<file path="config.mk">
export PLATFORM = sky130hd
export DESIGN_NAME = logic_unit_pipe
export DESIGN_NICKNAME = d
export VERILOG_FILES = /design/src/rtl/logic_unit_pkg.sv /design/src/rtl/logic_pipe_slice.sv /design/src/rtl/logic_unit_pipe.sv
export SDC_FILE = /design/constraint.sdc
export NUM_CORES = 1
export LEC_CHECK = 0
export ABC_AREA = 1
export CAP_MARGIN = 20
export CORE_MARGIN = 5
export CORE_UTILIZATION = 45
export DETAILED_ROUTE_END_ITERATION = 7
export GPL_ROUTABILITY_DRIVEN = 0
export PLACE_DENSITY_LB_ADDON = 0.15
export SYNTH_ARGS = -nofsm -noshare
export SYNTH_HDL_FRONTEND = slang
export SYNTH_SLANG_ARGS = --single-unit
</file>
<file path="constraint.sdc">
create_clock -name clk -period 2.6 [get_ports clk]
set_input_delay 0.65 -clock clk [delete_from_list [all_inputs] [get_ports clk]]
set_output_delay 0.65 -clock clk [all_outputs]
set_load 0.02 [all_outputs]
</file>
<file path="src/rtl/logic_unit_pkg.sv">
// Op encodings and the per-bit logic function shared by the logic unit and the ALU.
package logic_unit_pkg;

  localparam logic [2:0] OP_AND   = 3'b000;
  localparam logic [2:0] OP_OR    = 3'b001;
  localparam logic [2:0] OP_XOR   = 3'b010;
  localparam logic [2:0] OP_NOR   = 3'b011;
  localparam logic [2:0] OP_ANDN  = 3'b100;
  localparam logic [2:0] OP_PASSA = 3'b101;
  localparam logic [2:0] OP_PASSB = 3'b110;
  localparam logic [2:0] OP_RSVD  = 3'b111;

  // Single-bit form so any caller can apply it bit-parallel at its own width.
  function automatic logic logic_op(input logic [2:0] op, input logic a, input logic b);
    logic r;
    case (op)
      OP_AND:   r = a & b;
      OP_OR:    r = a | b;
      OP_XOR:   r = a ^ b;
      OP_NOR:   r = ~(a | b);
      OP_ANDN:  r = a & ~b;
      OP_PASSA: r = a;
      OP_PASSB: r = b;
      default:  r = 1'b0;
    endcase
    return r;
  endfunction

endpackage

</file>
<file path="src/rtl/logic_pipe_slice.sv">
// One valid/ready register slice: latency 1 cycle; ready to upstream whenever the slice
// is empty or downstream is ready, so bubbles collapse and a full slice holds under stall.
module logic_pipe_slice
  import logic_unit_pkg::*;
#(
  parameter int W = 34
) (
  input  logic         clk,
  input  logic         rst,
  input  logic         v_in,
  output logic         rdy_out,
  input  logic [W-1:0] d_in,
  output logic         v_out,
  input  logic         rdy_in,
  output logic [W-1:0] d_out
);

  assign rdy_out = !v_out || rdy_in;

  always_ff @(posedge clk) begin
    if (rst) begin
      v_out <= 1'b0;
      d_out <= '0;
    end else if (rdy_out) begin
      v_out <= v_in;
      // Data only moves with a real transaction; a bubble leaves the old value in place.
      if (v_in) d_out <= d_in;
    end
  end

endmodule

</file>
<file path="src/rtl/logic_unit_pipe.sv">
// Pipelined bitwise logic unit with zero/parity flags: latency STAGES cycles, 1 op/cycle;
// in_ready falls only when every slice is full and out_ready is low, outputs hold while stalled.
module logic_unit_pipe
  import logic_unit_pkg::*;
#(
  parameter int WIDTH  = 32,
  parameter int STAGES = 2
) (
  input  logic             clk,
  input  logic             rst,
  input  logic             in_valid,
  output logic             in_ready,
  input  logic [2:0]       op,
  input  logic [WIDTH-1:0] a,
  input  logic [WIDTH-1:0] b,
  output logic             out_valid,
  input  logic             out_ready,
  output logic [WIDTH-1:0] y,
  output logic             zero,
  output logic             parity
);

  localparam int DW = WIDTH + 2;

  logic [WIDTH-1:0] res;
  logic [DW-1:0]    head_d;

  if (STAGES < 1 || STAGES > 4) begin : g_bad_stages
    $error("logic_unit_pipe: STAGES must be in 1..4");
  end

  always_comb begin
    res = '0;
    for (int i = 0; i < WIDTH; i++) begin
      res[i] = logic_op(op, a[i], b[i]);
    end
  end

  assign head_d = {res, ~|res, ^res};

  // Per-stage locals keep the backward ready chain free of self-referencing vectors.
  for (genvar k = 0; k < STAGES; k++) begin : g_slice
    logic          v_up;
    logic          rdy_up;
    logic          v_q;
    logic          rdy_dn;
    logic [DW-1:0] d_up;
    logic [DW-1:0] d_q;

    if (k == 0) begin : g_head
      assign v_up = in_valid;
      assign d_up = head_d;
    end else begin : g_mid
      assign v_up = g_slice[k-1].v_q;
      assign d_up = g_slice[k-1].d_q;
    end

    if (k == STAGES - 1) begin : g_tail
      assign rdy_dn = out_ready;
    end else begin : g_next
      assign rdy_dn = g_slice[k+1].rdy_up;
    end

    logic_pipe_slice #(.W(DW)) u_slice (
      .clk     (clk),
      .rst     (rst),
      .v_in    (v_up),
      .rdy_out (rdy_up),
      .d_in    (d_up),
      .v_out   (v_q),
      .rdy_in  (rdy_dn),
      .d_out   (d_q)
    );
  end

  assign in_ready           = g_slice[0].rdy_up;
  assign out_valid          = g_slice[STAGES-1].v_q;
  assign {y, zero, parity}  = g_slice[STAGES-1].d_q;

endmodule

</file>
# After elaboration in Yosys (flattened, before gate mapping)
# Cells that the tools add are included.
# Widths: inputs -> output; s select.
classes:
  n_eq_ne: 6
  muxes: 32
  bitwise: 192
  reduce_logical: 10
op_table:
  columns: ["operator", "n"]
  rows:
  - ["$pmux 1 s7", 32]
  - ["$and 1x1->1", 64]
  - ["$not 1->1", 64]
  - ["$or 1x1->1", 32]
  - ["$reduce_or 32->1", 1]
  - ["$reduce_xor 32->1", 1]
  - ["$xor 1x1->1", 32]
  - ["$eq 3x3->1 const B", 3]
  - ["$eq 3x2->1 const B", 2]
  - ["$reduce_and 2->1", 2]
  - ["$eq 3x1->1 const B", 1]
  - ["$logic_not 1->1", 3]
  - ["$logic_not 3->1", 1]
  - ["$logic_or 1x1->1", 2]
word_totals:
  ff_bits: 70
  inputBits: 71
  out_inout_bits: 36
  word_cells: 244

# Logic depth before layout (Yosys ltp)
depth:
  depth_word: 5
  mapped_depth: 21
  depth_no_buf: 19

# Cells and area by module
# A second synthesis with hierarchy kept.
unflattened:
  cells_unflattened: 1037
  area_unflattened_um2: 6242.2
modules_own_cells:
  columns: ["mod", "n_inst", "cells_each", "area_per_inst_um2", "seq_area_each_um2"]
  rows:
  - ["logic_pipe_slice", 2, 228, 1645.3, 700.7]
  - ["logic_unit_pipe", 1, 581, 2951.6, 0.0]

# Worst setup path after synthesis
# Ideal clock, no wire load.
synth_path:
  path_type: "input to register"
  from: "input port op[2]"
  to: "register g_slice[0].u_slice.d_out[0]"
  setup_ns: 0.109
  arrival_time_ns: 2.367
  required_ns: 2.491
  path_slack_ns: 0.124
  path_stages: 20
  path_buffers: 3
  cell_sequence: "buf_4 buf_8 buf_4 nand2_1 o211ai_1 o21ai_1 inv_1 nand3_1 inv_1 ha_1 nor2_1 nor2_1 nand2_1 nand2_1 nand2_1 nand2_1 nand2_1 nand3_1 nand2_1 inv_1"
synth_via:
  elab_chain_cells: 3
  elab_cells_between_ends: 40
  classes_between: "eq/ne: 6; mux: 32; reduce/logical: 2"
synth_lines:
  columns: ["element", "line_no", "rtl"]
  rows:
  - ["start, declared", "logic_unit_pipe.sv:13", "input logic [2:0] op,"]
  - ["$eq 3x3->1, or another cell as far along", "logic_unit_pkg.sv:16", "case (op)"]
  - ["$pmux 1 s7", "logic_unit_pkg.sv:16", null]
  - ["$reduce_xor 32->1 *", "logic_unit_pipe.sv:39", "assign head_d = {res, ~|res, ^res};"]
  - ["end signal, assigned", "logic_pipe_slice.sv:27", "if (v_in) d_out <= d_in;"]
  - ["end, declared", "logic_pipe_slice.sv:15", "output logic [W-1:0] d_out"]
# Mark *: on every way between the ends. The rest lies on a longest branch, timed or not.
# A chain may end at the register's enable or synchronous reset.

# Worst setup path after layout
layout_path:
  from: "input port b[30]"
  to: "register g_slice[0].u_slice.d_out[0]"
layout_via:
  elab_chain_cells: 4
  elab_cells_between_ends: 8
  classes_between: "mux: 1; bitwise: 6; reduce/logical: 1"
layout_lines:
  columns: ["element", "line_no", "rtl"]
  rows:
  - ["start, declared", "logic_unit_pipe.sv:15", "input logic [WIDTH-1:0] b,"]
  - ["$not 1->1 / $or 1x1->1 (equally long branches)", "logic_unit_pkg.sv:21, logic_unit_pkg.sv:18, logic_unit_pkg.sv:20", null]
  - ["$and 1x1->1 / $not 1->1 (equally long branches)", "logic_unit_pkg.sv:21, logic_unit_pkg.sv:20", null]
  - ["$pmux 1 s7 *", "logic_unit_pkg.sv:16", null]
  - ["$reduce_xor 32->1 *", "logic_unit_pipe.sv:39", null]
# Marked as above.

==> summary.txt <==
Outcome
  • Status: finished clean

Die
  • Die height: 123 µm
  • Core area: 12,500 µm²
  • FP Rows: 41
  • Die area: 15,000 µm²
  • Starting Density: 45.5%
  • IO Pins: 107
  • Chip width: 123 µm

STA
  • Final Max Tran Viols: 0
  • F_max: 0.396 GHz
  • Setup violations, final: 0
  • Final WS setup: 0.0735 ns
  • Fin crit share: 97.2%
  • Least-Margin Pin Slew: 0.395 ns
  • Final worst clock skew: 0.00425 ns
  • Relative slew margins: 73.6%
  • Final count of hold timing violations: 0
  • Period minus WS final: 2.53 ns

Setup path
  • WP buf/inv: 3
  • CP Launch Type: primary input
  • CP max FO: 4
  • Worst Path Required: 2.82 ns
  • Worst path most repeated cell: nand2_1
  • Crit-path leading delay family: simple AND/OR/NAND/NOR gates
  • Setup CP Type: primary input to flop
  • Critical Path End Type: flop
  • Crit-path cells: clkdlybuf4s50_1 -> inv_2 -> ha_1 -> a31oi_1 -> and3_4 -> ha_4 -> nand2_1 -> nand2_2 -> nand2_1 -> nand2_1 -> nand2_1 -> nand2_1 -> nand2_1 -> nand3_1 -> nand2_1 -> inv_1
  • CP max-delay cell: clkdlybuf4s50_1
  • Crit path DAT: 2.75 ns
  • CP max stage delay: 0.47 ns

Global route
  • Global-route wire length before repair: 24,800 µm
  • Tot GR Track Use: 20.2%
  • Initial antenna violation count: 0
  • Vias in the first global route: 5,360
  • Largest net degree at the start of global routing: 51
  • Total grt overflow: 0

Route
  • Routed Antenna Nets: 0
  • Drt pass-1 iters: 5
  • DRC: 0
  • Wirelength per Cell: 12.0 µm
  • Post-Route WL: 15,600 µm
  • Vias: 6,106
  • Starting DRT DRC Count: 319
  • DR vias/cell: 4.70

Hold path
  • Hold Crit Class: flop to flop

Power and ir drop
  • Peak supply drop: 0.268 mV
  • P_leak: 4.73 nW
  • Pwr Total: 4.05 mW
  • Pwr dens: 472 nW/µm²

Synth
  • Syn. warnings: 0
  • Net count after synthesis: 1,051
  • Mean Syn Cell Area: 6.12 µm²
  • Count of unique library cells instantiated by Yosys: 28
  • Mapped Cells: 932
  • Synthesized area: 5700 µm²
  • Synthesized flop and latch total: 70
  • Sequential fraction of the synthesis area: 24.6%

Clock tree
  • Clk Latency, worst-skew pair: 0.32 ns
  • Clk sinks: 70
  • CTS Hold Bufs: 0
  • Root buffer cell: clkbuf_16
  • Total CTS buffers: 9
  • CTS tree: yes
  • CTS H-tree depth: 3
  • CTS clk-pin slew, worst paths: 0.05 ns
  • Clock tree buffer depth: 2

Finish
  • Most frequent cells in the layout: inv_1 (188), nand2_1 (158), buf_4 (106)
  • Number of diodes: 0
  • Syn-to-layout area delta: 50.6%
  • Post-route cell area: 8580 µm²
  • Share of layout cells above drive strength 1: 23.0%
  • Most common cell after layout, fill and taps aside: inv_1
  • Final nets: 1,240

Run
  • Max-cap viol count: 0

Place
  • DP Worst Slack: -0.563 ns
  • Dpl hpwl: 11,200 µm
  • Placed cell area: 7610 µm²
  • Port-buffer cells: 106
what timing repair did:
item                                    CTS  global route
buffers inserted                          2             8
cloned                                    1             1
gates resized for setup                  65           133
pin swaps                                15            53
endpoints found under the setup margin    1             2
metrics by stage:
step	std cells	hold WS [ns]	setup TNS, ns	util (%)
after floorplan	932	0.430	0	-
after global placement	1270	0.441	-0.766	60.8
after detailed placement	1270	0.452	-0.821	60.8
after CTS	1289	0.458	0	65.3
after global routing	1298	0.469	-0.0379	68.6
final	1298	0.458	0	68.6
path summary, 6_finish.rpt:
| check | from | to | slack [ns] | depth (start not counted) |
|---|---|---|---|---|
| worst min-delay path | g_slice[0].u_slice.d_out[3] | g_slice[1].u_slice.d_out[3] | 0.46 | 2 |
| worst max-delay path | b[30] | g_slice[0].u_slice.d_out[0] | 0.07 | 16 |
| worst min register to register | g_slice[0].u_slice.d_out[3] | g_slice[1].u_slice.d_out[3] | 0.46 | 2 |
| worst max register to register | g_slice[1].u_slice.v_out | g_slice[0].u_slice.d_out[24] | 1.04 | 9 |
synthesized netlist by cell type (all sizes together):
library cell  instances  area share (%)
nor3                  1           0.088
inv                 233              15
o21ai               121              11
nor2                 67             4.5
clkbuf               18             1.2
and3                  4            0.44
ha                   48              11
nand3                33             2.9
nand4                 8            0.88
a21oi                55             4.8
and2                  1            0.11
nand2               182              12
a31oi                 4            0.44
clkinv                1           0.066
buf                  28             3.2
o211ai               27             3.6
o31ai                 1            0.13
nor4                  1            0.11
xnor2                29             4.5
dfxtp                70              25
worst register-to-register path, cell delays in order, from the launching register on:
cell      delay, ns
dfxtp_1        0.34
nand3_1        0.10
buf_4          0.15
nand2_2        0.18
clkinv_1       0.19
buf_4          0.23
nor2_1         0.10
nor2_1         0.05
o21ai_1        0.08
inv_1          0.04
registers in the layout, summed over array words and instances, names as in the netlist:
name                   flops
g_slice.u_slice.v_out      2
g_slice.u_slice.d_out     68
cell families (layout without fill, tap and decap cells):
family | after synthesis | in the layout | synth area share, %
compound gates | 208 | 208 | 19.6
xor+xnor | 29 | 29 | 4.46
fa+ha+maj | 48 | 48 | 10.5
buf+inv | 280 | 474 | 19.8
flops | 70 | 70 | 24.6
simple gates | 297 | 297 | 21.0
routing by layer:
metal	routed length, µm	up-vias	track usage, %
met5	0	-	0
met4	287	0	6.93
met3	732	22	1.75
met2	6950	140	31.3
met1	7610	2679	29.3
li1	-	3265	-
layout make-up:
cell class	count	area [µm²]
fill	1142	3930
sequential	70	1400
inverter	234	878
multi-input combinational	582	3620
clock inverter	4	45.0
timing repair buffer	224	2170
tap	172	215
clock buffer	12	256
power by group:
group | switching [mW] | total (mW) | internal (mW)
sequential | 0.0321 | 1.19 | 1.16
clock | 0.412 | 1.20 | 0.789
combinational | 0.885 | 1.66 | 0.777
(Power assumes the default switching activity.)
